File: src/rtl/beta_sequencer.sv
// Backward (beta) recursion sequencer for one max-product trellis block.
// Walks steps N-1..0, feeds beta_element, closes its feedback loop and stores betas N..0.
module beta_sequencer #(
    parameter int BITS           = 16,
    parameter int STATES         = 4,
    parameter int OUTPUT_SYMBOLS = 4,
    parameter int LEN_BITS       = 12,
    parameter logic [BITS-1:0] ONE_VALUE  = 16'h3C00,
    parameter logic [BITS-1:0] ZERO_VALUE = 16'h0000
) (
    input  logic                           clk,
    input  logic                           rst,
    input  logic                           start,
    input  logic [LEN_BITS-1:0]            block_len,
    input  logic                           terminated,
    output logic                           busy,
    output logic                           done,
    output logic                           bm_rd_en,
    output logic [LEN_BITS-1:0]            bm_rd_addr,
    input  logic [BITS*OUTPUT_SYMBOLS-1:0] bm_rd_data,
    output logic                           be_in_valid,
    output logic [BITS*OUTPUT_SYMBOLS-1:0] be_branch_metric,
    output logic [BITS*STATES-1:0]         be_next_beta,
    input  logic                           be_out_valid,
    input  logic [BITS*STATES-1:0]         be_beta,
    output logic                           beta_wr_en,
    output logic [LEN_BITS-1:0]            beta_wr_addr,
    output logic [BITS*STATES-1:0]         beta_wr_data
);

    localparam int BMW = BITS * OUTPUT_SYMBOLS;
    localparam int BW  = BITS * STATES;
    localparam logic [LEN_BITS-1:0] IDX_ONE = 1;

    typedef enum logic [2:0] {
        S_IDLE,
        S_INIT,
        S_READ,
        S_WAIT_RD,
        S_ISSUE,
        S_WAIT_BE,
        S_WRITE,
        S_DONE
    } state_t;

    state_t              state;
    state_t              state_next;
    logic [LEN_BITS-1:0] k;
    logic [BW-1:0]       beta_reg;
    logic [BMW-1:0]      bm_reg;
    logic [BW-1:0]       next_beta_reg;

    // End-of-trellis vector: a terminated trellis can only finish in state 0.
    function automatic logic [BW-1:0] end_vector(input logic term);
        logic [BW-1:0] v;
        v = '0;
        for (int i = 0; i < STATES; i++) begin
            v[i*BITS +: BITS] = (i == 0 || !term) ? ONE_VALUE : ZERO_VALUE;
        end
        return v;
    endfunction

    always_ff @(posedge clk or posedge rst) begin
        if (rst) begin
            state <= S_IDLE;
        end else begin
            state <= state_next;
        end
    end

    always_comb begin
        state_next  = state;
        busy        = 1'b0;
        done        = 1'b0;
        bm_rd_en    = 1'b0;
        be_in_valid = 1'b0;
        beta_wr_en  = 1'b0;
        case (state)
            S_IDLE: begin
                if (start) state_next = S_INIT;
            end
            S_INIT: begin
                busy       = 1'b1;
                beta_wr_en = 1'b1;
                state_next = (k == '0) ? S_DONE : S_READ;
            end
            S_READ: begin
                busy       = 1'b1;
                bm_rd_en   = 1'b1;
                state_next = S_WAIT_RD;
            end
            S_WAIT_RD: begin
                busy       = 1'b1;
                state_next = S_ISSUE;
            end
            S_ISSUE: begin
                busy        = 1'b1;
                be_in_valid = 1'b1;
                state_next  = S_WAIT_BE;
            end
            S_WAIT_BE: begin
                busy = 1'b1;
                if (be_out_valid) state_next = S_WRITE;
            end
            S_WRITE: begin
                busy       = 1'b1;
                beta_wr_en = 1'b1;
                state_next = (k == '0) ? S_DONE : S_READ;
            end
            S_DONE: begin
                done       = 1'b1;
                state_next = S_IDLE;
            end
            default: state_next = S_IDLE;
        endcase
    end

    // The end vector is loaded when start is accepted so it is already on the
    // write port during INIT, which both writes beta_N and seeds the recursion.
    always_ff @(posedge clk or posedge rst) begin
        if (rst) begin
            k             <= '0;
            beta_reg      <= '0;
            bm_reg        <= '0;
            next_beta_reg <= '0;
        end else begin
            case (state)
                S_IDLE: begin
                    if (start) begin
                        k        <= block_len;
                        beta_reg <= end_vector(terminated);
                    end
                end
                S_INIT, S_WRITE: begin
                    if (k != '0) k <= k - IDX_ONE;
                end
                S_WAIT_RD: begin
                    bm_reg        <= bm_rd_data;
                    next_beta_reg <= beta_reg;
                end
                S_WAIT_BE: begin
                    if (be_out_valid) beta_reg <= be_beta;
                end
                default: ;
            endcase
        end
    end

    // beta_element operands come from their own registers so they stay frozen
    // after beta_reg takes the new result.
    assign bm_rd_addr       = k;
    assign beta_wr_addr     = k;
    assign beta_wr_data     = beta_reg;
    assign be_branch_metric = bm_reg;
    assign be_next_beta     = next_beta_reg;

endmodule
File: config.mk
export PLATFORM = sky130hd
export DESIGN_NAME = beta_sequencer
export DESIGN_NICKNAME = d
export VERILOG_FILES = /design/src/rtl/beta_sequencer.sv
export SDC_FILE = /design/constraint.sdc
export NUM_CORES = 1
export LEC_CHECK = 0
export CORE_AREA = 3 3 145 147
export CTS_CLUSTER_DIAMETER = 40
export CTS_CLUSTER_SIZE = 16
export DETAILED_ROUTE_END_ITERATION = 16
export DIE_AREA = 0 0 148 150
export GPL_TIMING_DRIVEN = 0
export PLACE_DENSITY = 0.8
export SLEW_MARGIN = 20
export SYNTH_ARGS = -nofsm -noshare
export SYNTH_HDL_FRONTEND = slang
export SYNTH_SLANG_ARGS = --single-unit
File: constraint.sdc
create_clock -name clk -period 8.4 [get_ports clk]
set_input_delay 1.68 -clock clk [delete_from_list [all_inputs] [get_ports clk]]
set_output_delay 1.68 -clock clk [all_outputs]
set_load 0.005 [all_outputs]
==> Word level (Yosys, flattened, before mapping) <==
Index checks and enable logic that the tools add are counted.
{ "word_totals": {"register_bits": 207, "input_bits": 145, "output_inout_bits": 221, "wordCells": 42} }
{ "op_classes": {"add_sub_neg": 1, "eq_ne": 10, "n_mux": 16, "n_reduce_logical": 10} }
{ "op_table": {"columns": ["cell", "count"], "rows": [
  ["64-bit two-way mux", 2],
  ["64-bit one-hot mux with 2 select lines", 1],
  ["12-bit two-way mux", 2],
  ["12-bit one-hot mux with 2 select lines", 1],
  ["3-bit one-hot mux with 7 select lines", 1],
  ["14-bit two-way mux", 1],
  ["3-bit equality test (second input constant)", 4],
  ["12-bit logical NOT", 1],
  ["12-bit nonzero test", 1],
  ["12-bit by 1-bit subtractor with 12-bit output (second input constant)", 1],
  ["3-bit two-way mux", 3],
  ["3-bit by 2-bit equality test with 1-bit output (second input constant)", 2],
  ["3-bit AND reduction", 2],
  ["6-bit OR reduction", 1],
  ["1-bit two-way mux", 5],
  ["2-bit inequality test (second input constant)", 2],
  ["2-bit nonzero test", 2],
  ["3-bit by 1-bit equality test with 1-bit output (second input constant)", 1],
  ["3-bit logical NOT", 1],
  ["2-bit by 1-bit inequality test with 1-bit output (second input constant)", 1],
  ["2-bit AND reduction", 1],
  ["2-bit OR reduction", 1]
]} }

==> Longest topological paths before layout <==
Gate-level depths: netlist (run 1).
{ "logic_depth": {"ltp_word": 4, "ltp_mapped": 7, "ltp_nobuf": 6} }

==> Worst setup path after synthesis (run 1) <==
OpenSTA, ideal clock, no wires.
{ "synth_timing": {"path_kind": "flip-flop to output port", "startpoint": "reg state[0]", "endpoint": "out busy", "arrival_time_ns": 1.206, "required_time_ns": 6.720, "path_slack_ns": 5.514, "stages_incl_launch_ff": 6, "path_buffers": 3, "cell_sequence": "dfrtp_1 -> buf_4 -> clkbuf_1 -> clkbuf_1 -> nor3_1 -> nor2_1"} }
{ "synth_between": {"elab_chain_cells": 3, "word_cells_on_any_way": 8, "cone_classes": "6 x eq/ne; 1 x mux; 1 x reduce/logical"} }
{ "synth_rtl": {"columns": ["element", "line", "source"], "rows": [
  ["start: declaration", "46", "state_t state;"],
  ["start signal: assignment", "67", "state <= state_next;"],
  ["3-bit equality test (tied with other cells)", "78", "case (state)"],
  ["6-bit OR reduction (no line) (*)", null, null],
  ["1-bit two-way mux (*)", "78", null],
  ["end: declaration", "16", "output logic busy,"]
]} }
Mark *: on every way between the ends. The rest lies on a longest branch, timed or not.

==> Final worst setup path (run 1) <==
{ "layout_timing": {"startpoint": "reg state[1]", "endpoint": "out beta_wr_en"} }
{ "layout_between": {"elab_chain_cells": 3, "word_cells_on_any_way": 4, "cone_classes": "2 x eq/ne; 1 x mux; 1 x reduce/logical"} }
{ "layout_rtl": {"columns": ["element", "line", "source"], "rows": [
  ["3-bit equality test or 3-bit by 1-bit equality test with 1-bit output (tied branches)", "78", null],
  ["2-bit OR reduction (no line) (*)", null, null],
  ["1-bit two-way mux (*)", "78", null],
  ["end: declaration", "26", "output logic beta_wr_en,"]
]} }
Marked as above.

==> results of run 1 <==
-- final timing paths --
path	from	endpoint	slack (ns)	depth (start not counted)
worst min-delay path	be_next_beta[50]	be_next_beta[50]	0.50	1
worst max-delay path	state[1]	beta_wr_en	4.17	4
max in group asynchronous	rst	beta_wr_data[3]	5.75	4
min in group asynchronous	rst	be_branch_metric[45]	1.52	2
worst min register to register	be_next_beta[50]	be_next_beta[50]	0.50	1
worst max register to register	beta_wr_addr[0]	beta_wr_addr[1]	6.18	6
-- cells in the final DEF, fill, tap and decap left out, drive strengths merged, types with 2 or more instances in the layout --
master	n
a2111oi	2
a21oi	11
a22o	51
a31oi	14
and3	5
buf	46
bufinv	5
clkbuf	46
clkdlybuf4s50	365
clkinv	6
clkinvlp	3
dfrtp	207
inv	9
mux2	129
nand2	13
nand2b	4
nand3	8
nand3b	2
nor2	8
nor2b	2
nor3	6
nor3b	2
nor4	4
o211ai	3
o21ai	20
o22a	4
o22ai	2
o2bb2ai	10
or3	2
or3b	2
-- state kept, by name (all words and copies together), names as in the netlist --
name and flops:
be_branch_metric 64, be_next_beta 64, beta_wr_addr 12, beta_wr_data 64, state 3
-- cell families after synthesis --
logic type / count (synthesis) / share of synthesized area
and+or+nand+nor: 62 / 0.0432
muxes: 130 / 0.176
AOI/OAI and AO/OA: 123 / 0.116
DFF: 207 / 0.621
buffers and inverters: 57 / 0.0420
adders and majority gates: 1 / 0.00150
-- per-stage QoR --
step | hold WS, ns | cells | cell area, um^2
2_1_floorplan | 0.491 | 580 | 8340
3_3_place_gp | 0.486 | 1215 | 12300
3_5_place_dp | 0.491 | 1217 | 12400
4_1_cts | 0.504 | 1273 | 13500
5_1_grt | 0.513 | 1273 | 13500
6_report | 0.501 | 1273 | 13500
-- routing by layer --
metal / up-vias / GRT usage
met2: 267 / 0.423
met1: 3210 / 0.259
met4: 0 / 0.0453
met3: 33 / 0.0800
li1: 2940 / -
met5: - / 0
-- report_power, final --
part           switching [mW]  total (mW)  internal, mW
registers               0.317        1.76          1.44
logic                   0.833        2.26          1.43
clock network           0.478        1.36         0.879
-- final cells by class --
type,instances,area (um^2)
Fill cell,1476,6530
Sequential cell,207,5180
Timing Repair Buffer,367,3710
Multi-Input combinational cell,316,2810
Clock buffer,37,848
Tap cell,270,338
Buffer,53,335
Clock inverter,19,267
Inverter,4,22.5
==> qor.txt, run 1 <==
starting density of the core: 0.416
First-pass DRT Iterations: 4
max-cap viol count: 0
1st-iter DRT viols: 168
Post-Syn Nets: 726
top post-synthesis cells by count: dfrtp_1, mux2_2, a22o_1
pre-CTS WS: 4.68 ns
clock edge transition at the registers on the reported setup and hold paths: 0.06 ns
first-pass GRT wire length: 40.1 mm
CP Launch Type: flip-flop
I/O Pins: 366
CTS-repair resized insts: 0
DR top layer: met4
die height: 150 um
postcts setup bufs: 0
Least-Margin Pin Slew: 0.692 ns
critical-path cell list: nor3b_1, nor2_2, inv_1, clkdlybuf4s50_1
DIE AREA: 22200 um^2
Clock Latency Late Sink: 0.53 ns
initial antenna violation count: 0
Overflow after GRT: 0
Post-DRT Antenna Nets: 0
Final #Nets: 1125
post-synth top area cell: dfrtp_1
CTS H-tree depth: 1
share of cells above drive strength 1: 0.243
routed wire length: 26.2 mm
RSZ-0062 raised after global routing: no
CTS tree: built
crit path kind: reg -> out
Gate Count Post-Synth: 580
clk sink count: 207
CP top delay family: buffers and inverters
wire length per cell: 20.6 um
vias in the first global route: 6929
core area: 20000 um^2
crit path time final: 4.23 ns
routed wl met2: 13.9 mm
Via density: 5.07
period utilization: 0.503
Final Hold Fails: 0
Synth Cell Area: 8340 um^2
aggregate global-route resource usage: 0.230
Power Density: 398 nW/um^2
Final WS setup: 4.17 ns
Max Transition Viols Final: 0
met1 WL: 9.41 mm
WP data required: 6.72 ns
pin count of the biggest net entering global routing: 91
Max Clock Freq: 237 MHz
final RePlAce weighted congestion: 0.861
Residual DRC: 0
Netlist cell types: 46
Worst Path Buf+Inv: 2
most frequent cell after synthesis: dfrtp_1
final setup violation count: 0
hold_buf cts: 0
DIE WIDTH: 148 um
top cell type's share of synthesized area: 0.621
max incr delay on CP: 0.60 ns
HPWL after DPL: 19.5 mm
top post-synthesis cells by area: dfrtp_1, mux2_2, a22o_1, buf_4, o21ai_0
CTS Root Cell: clkbuf_16
number of synthesized register bits: 207
Ys Warns: 0
CTS max path bufs: 3
CP Max Fanout: 8
static leakage: 5.83 nW
Routed met3 length: 2.42 mm
asr flop ratio synth: 1.00
Hold WC Path Type: reg -> reg
Max-slew headroom: 0.538
status: finished, final reports clean
vias: 6450
Antenna Cells: 0
dominant synthesized flop cell: dfrtp_1
Worst path slowest cell: nor3b_1
FP Rows: 52
arrival time at the worst endpoint: 2.55 ns
Num CTS Buffers: 30
Post-synth EDFFs: 0
crit end category: output pin
total power: 5.38 mW
Setup TNS: 0 ns
Clock Skew: 0.0192 ns
area delta synth->final: 62.0%
count of input and output buffers: 365
Post-Syn Area per Cell: 14.4 um^2
register area share after synthesis: 0.621
worst vdd ir: 0.000259 V
final core occ: 0.674
(Power assumes the default switching activity.)
==> run 2: changes to the inputs <==
==> constraint.sdc (replaced) <==
create_clock -name clk -period 4.05 [get_ports clk]
set_input_delay 0.81 -clock clk [delete_from_list [all_inputs] [get_ports clk]]
set_output_delay 0.81 -clock clk [all_outputs]
set_load 0.005 [all_outputs]
==> qor.txt, run 2 (synthesis results as in run 1) <==
Max Transition Viols Final: 0 (unchanged)
worst vdd ir: 0.000432 V (+67%)
area delta synth->final: 62.3%
wire length per cell: 20.5 um (-0.14%)
First-pass DRT Iterations: 6 (+2)
Num CTS Buffers: 30 (unchanged)
Power Density: 819 nW/um^2 (+110%)
Least-Margin Pin Slew: 0.727 ns (+0.0347 ns)
Post-DP Area: 12500 um^2 (+0.49%)
max-cap viol count: 0 (unchanged)
WP data required: 3.24 ns (-3.48 ns)
CP top delay family: simple AND/OR/NAND/NOR gates
Clock Latency Late Sink: 0.53 ns (about the same)
Crit. path cell count: 4 (unchanged)
Worst Path Buf+Inv: 2 (unchanged)
crit path kind: reg -> out
postcts setup bufs: 0 (unchanged)
count of input and output buffers: 365 (unchanged)
final setup violation count: 0 (unchanged)
routed wire length: 26.3 mm (+0.41%)
share of cells above drive strength 1: 0.242 (-0.000966)
clk sink count: 207 (unchanged)
CTS tree: built
clock share of power: 0.246 (-0.006)
RSZ-0062 raised after global routing: no
Post-DRT Antenna Nets: 0 (unchanged)
DIE WIDTH: 148 um (unchanged)
aggregate global-route resource usage: 0.228 (-0.00208)
arrival time at the worst endpoint: 2.57 ns (+0.02 ns)
commonest non-fill, non-tap cell in the layout: clkdlybuf4s50_1
pin count of the biggest net entering global routing: 35 (-62%)
r2r startpoint: beta_wr_addr[1]
final core occ: 0.675 (+0.00144)
Comb pwr share: 0.424 (+0.003)
Hold WC Path Type: reg -> reg
Max-slew headroom: 0.514 (-0.0232)
filler-free cell count of the finished design: 1280 (+0.55%)
Residual DRC: 0 (unchanged)
Switching Share: 0.302 (-0.000779)
1st-iter DRT viols: 184 (+9.5%)
Int Pwr: 7.74 mW (+110%)
Worst path slowest cell: nor3b_1
hold path depth: 1 (unchanged)
die height: 150 um (unchanged)
CTS Root Cell: clkbuf_16
Final Hold Fails: 0 (unchanged)
vias: 6513 (+0.98%)
final RePlAce weighted congestion: 0.850 (-1.2%)
placed cell count: 1221 (+0.33%)
period utilization: 0.834
critical-path cell list: nor3b_1, nor2_2, inv_1, clkdlybuf4s50_1
total power: 11.1 mW (+110%)
Critical R2R Capture: beta_wr_addr[1]
initial antenna violation count: 4 (+4)
Filler cells: 1461 (-1.0%)
CP Max Fanout: 8 (unchanged)
design area: 13500 um^2 (+0.21%)
core area: 20000 um^2 (unchanged)
Clock Skew: 0.0107 ns (-0.00848 ns)
Max Clock Freq: 296 MHz
Switch Pwr: 3.34 mW (+110%)
CTS H-tree depth: 1 (unchanged)
crit end category: output pin
I/O Pins: 366 (unchanged)
Seq pwr share: 0.329 (+0.002)
crit path time final: 3.38 ns
r2r setup slk: 1.85 ns (-4.33 ns)
hold_buf cts: 0 (unchanged)
CTS max path bufs: 3 (unchanged)
starting density of the core: 0.416 (unchanged)
reg2reg path depth: 6 (unchanged)
DIE AREA: 22200 um^2 (unchanged)
worst setup path end: beta_wr_en
status: finished, final reports clean
commonest cells after routing, fill and taps aside: clkdlybuf4s50_1, dfrtp_1, mux2_2
crit path launch: state[2]
static leakage: 5.82 nW (-0.23%)
FP Rows: 52 (unchanged)
CTS-repair resized insts: 0 (unchanged)
Via density: 5.09 (+0.42%)
CP Launch Type: flip-flop
Overflow after GRT: 0 (unchanged)
Final #Nets: 1129 (+0.36%)
first-pass GRT wire length: 39.8 mm (-0.76%)
max incr delay on CP: 0.62 ns (+0.02 ns)
clock edge transition at the registers on the reported setup and hold paths: 0.05 ns (about the same)
vias in the first global route: 6921 (-0.12%)
HPWL after DPL: 19.9 mm (+2.1%)
run 2: cell types whose count changed in the layout (fill, tap and decap cells not counted), sizes merged:
cell	change
inv	-5
diode	+3
clkinv	-2
clkinvlp	+5
clkbuf	+2
buf	+4
run 2: cell type report:
class                   count  area [um^2]  area share
multi-input cells         316         2810       0.207
plain buffers              53          335      0.0248
clock buffers              39          836      0.0618
repair buffers            371         3770       0.279
inverters                   4         18.8     0.00139
clock inverters            17          239      0.0177
diodes                      3         7.51    0.000555
well taps                 270          338      0.0250
flip-flops and latches    207         5180       0.383
run 2: through the flow:
step / TNS [ns] / setup slack, ns / hold WS (ns)
floorplan: 0 / 0.554 / 0.491
global placement: -228.25 / -1.11 / 0.486
detailed placement: 0 / 1.20 / 0.492
CTS: 0 / 0.674 / 0.504
global route: 0 / 0.611 / 0.512
finish: 0 / 0.671 / 0.502
run 2: worst min path at each step:
stage | slack, ns | endpoint | start
after global placement | 0.49 | be_next_beta[38] | be_next_beta[38]
after floorplan | 0.49 | beta_wr_data[26] | beta_wr_data[26]
after CTS | 0.50 | be_next_beta[33] | be_next_beta[33]
final | 0.50 | be_next_beta[39] | be_next_beta[39]
after detailed placement | 0.49 | be_branch_metric[63] | be_branch_metric[63]
after global routing | 0.51 | be_next_beta[33] | be_next_beta[33]
run 2: routing by layer:
metal | vias to the layer above | GRT usage | wire, um
li1 | 2951 | - | -
met1 | 3260 | 0.256 | 9710
met2 | 259 | 0.413 | 13600
met3 | 41 | 0.0775 | 2330
met4 | 2 | 0.0610 | 591
met5 | - | 0 | 13
run 2: power by group through the flow:
stage	combinational (mW)	sequential (mW)	clock, mW
finish	4.70	3.65	2.73
global route	5.05	3.76	2.88
CTS	4.77	3.65	2.77
detailed placement	4.74	3.66	0
global placement	4.64	3.62	0
floorplan	1.99	3.63	0
==> run 3: changes to the inputs <==
==> constraint.sdc (replaced) <==
create_clock -name clk -period 3.3 [get_ports clk]
set_input_delay 0.66 -clock clk [delete_from_list [all_inputs] [get_ports clk]]
set_output_delay 0.66 -clock clk [all_outputs]
set_load 0.005 [all_outputs]
==> results of run 3 <==
The final DEF is identical to that of run 2. Status: finished, final reports clean.
Main changes from that run: setup slack after placement 1.20 ns -> 0.604 ns; setup slack after layout 0.671 ns -> 0.0709 ns; register-to-register setup slack 1.85 ns -> 1.10 ns; total power 11.1 mW -> 13.6 mW; worst IR drop on VDD 0.000432 V -> 0.000530 V
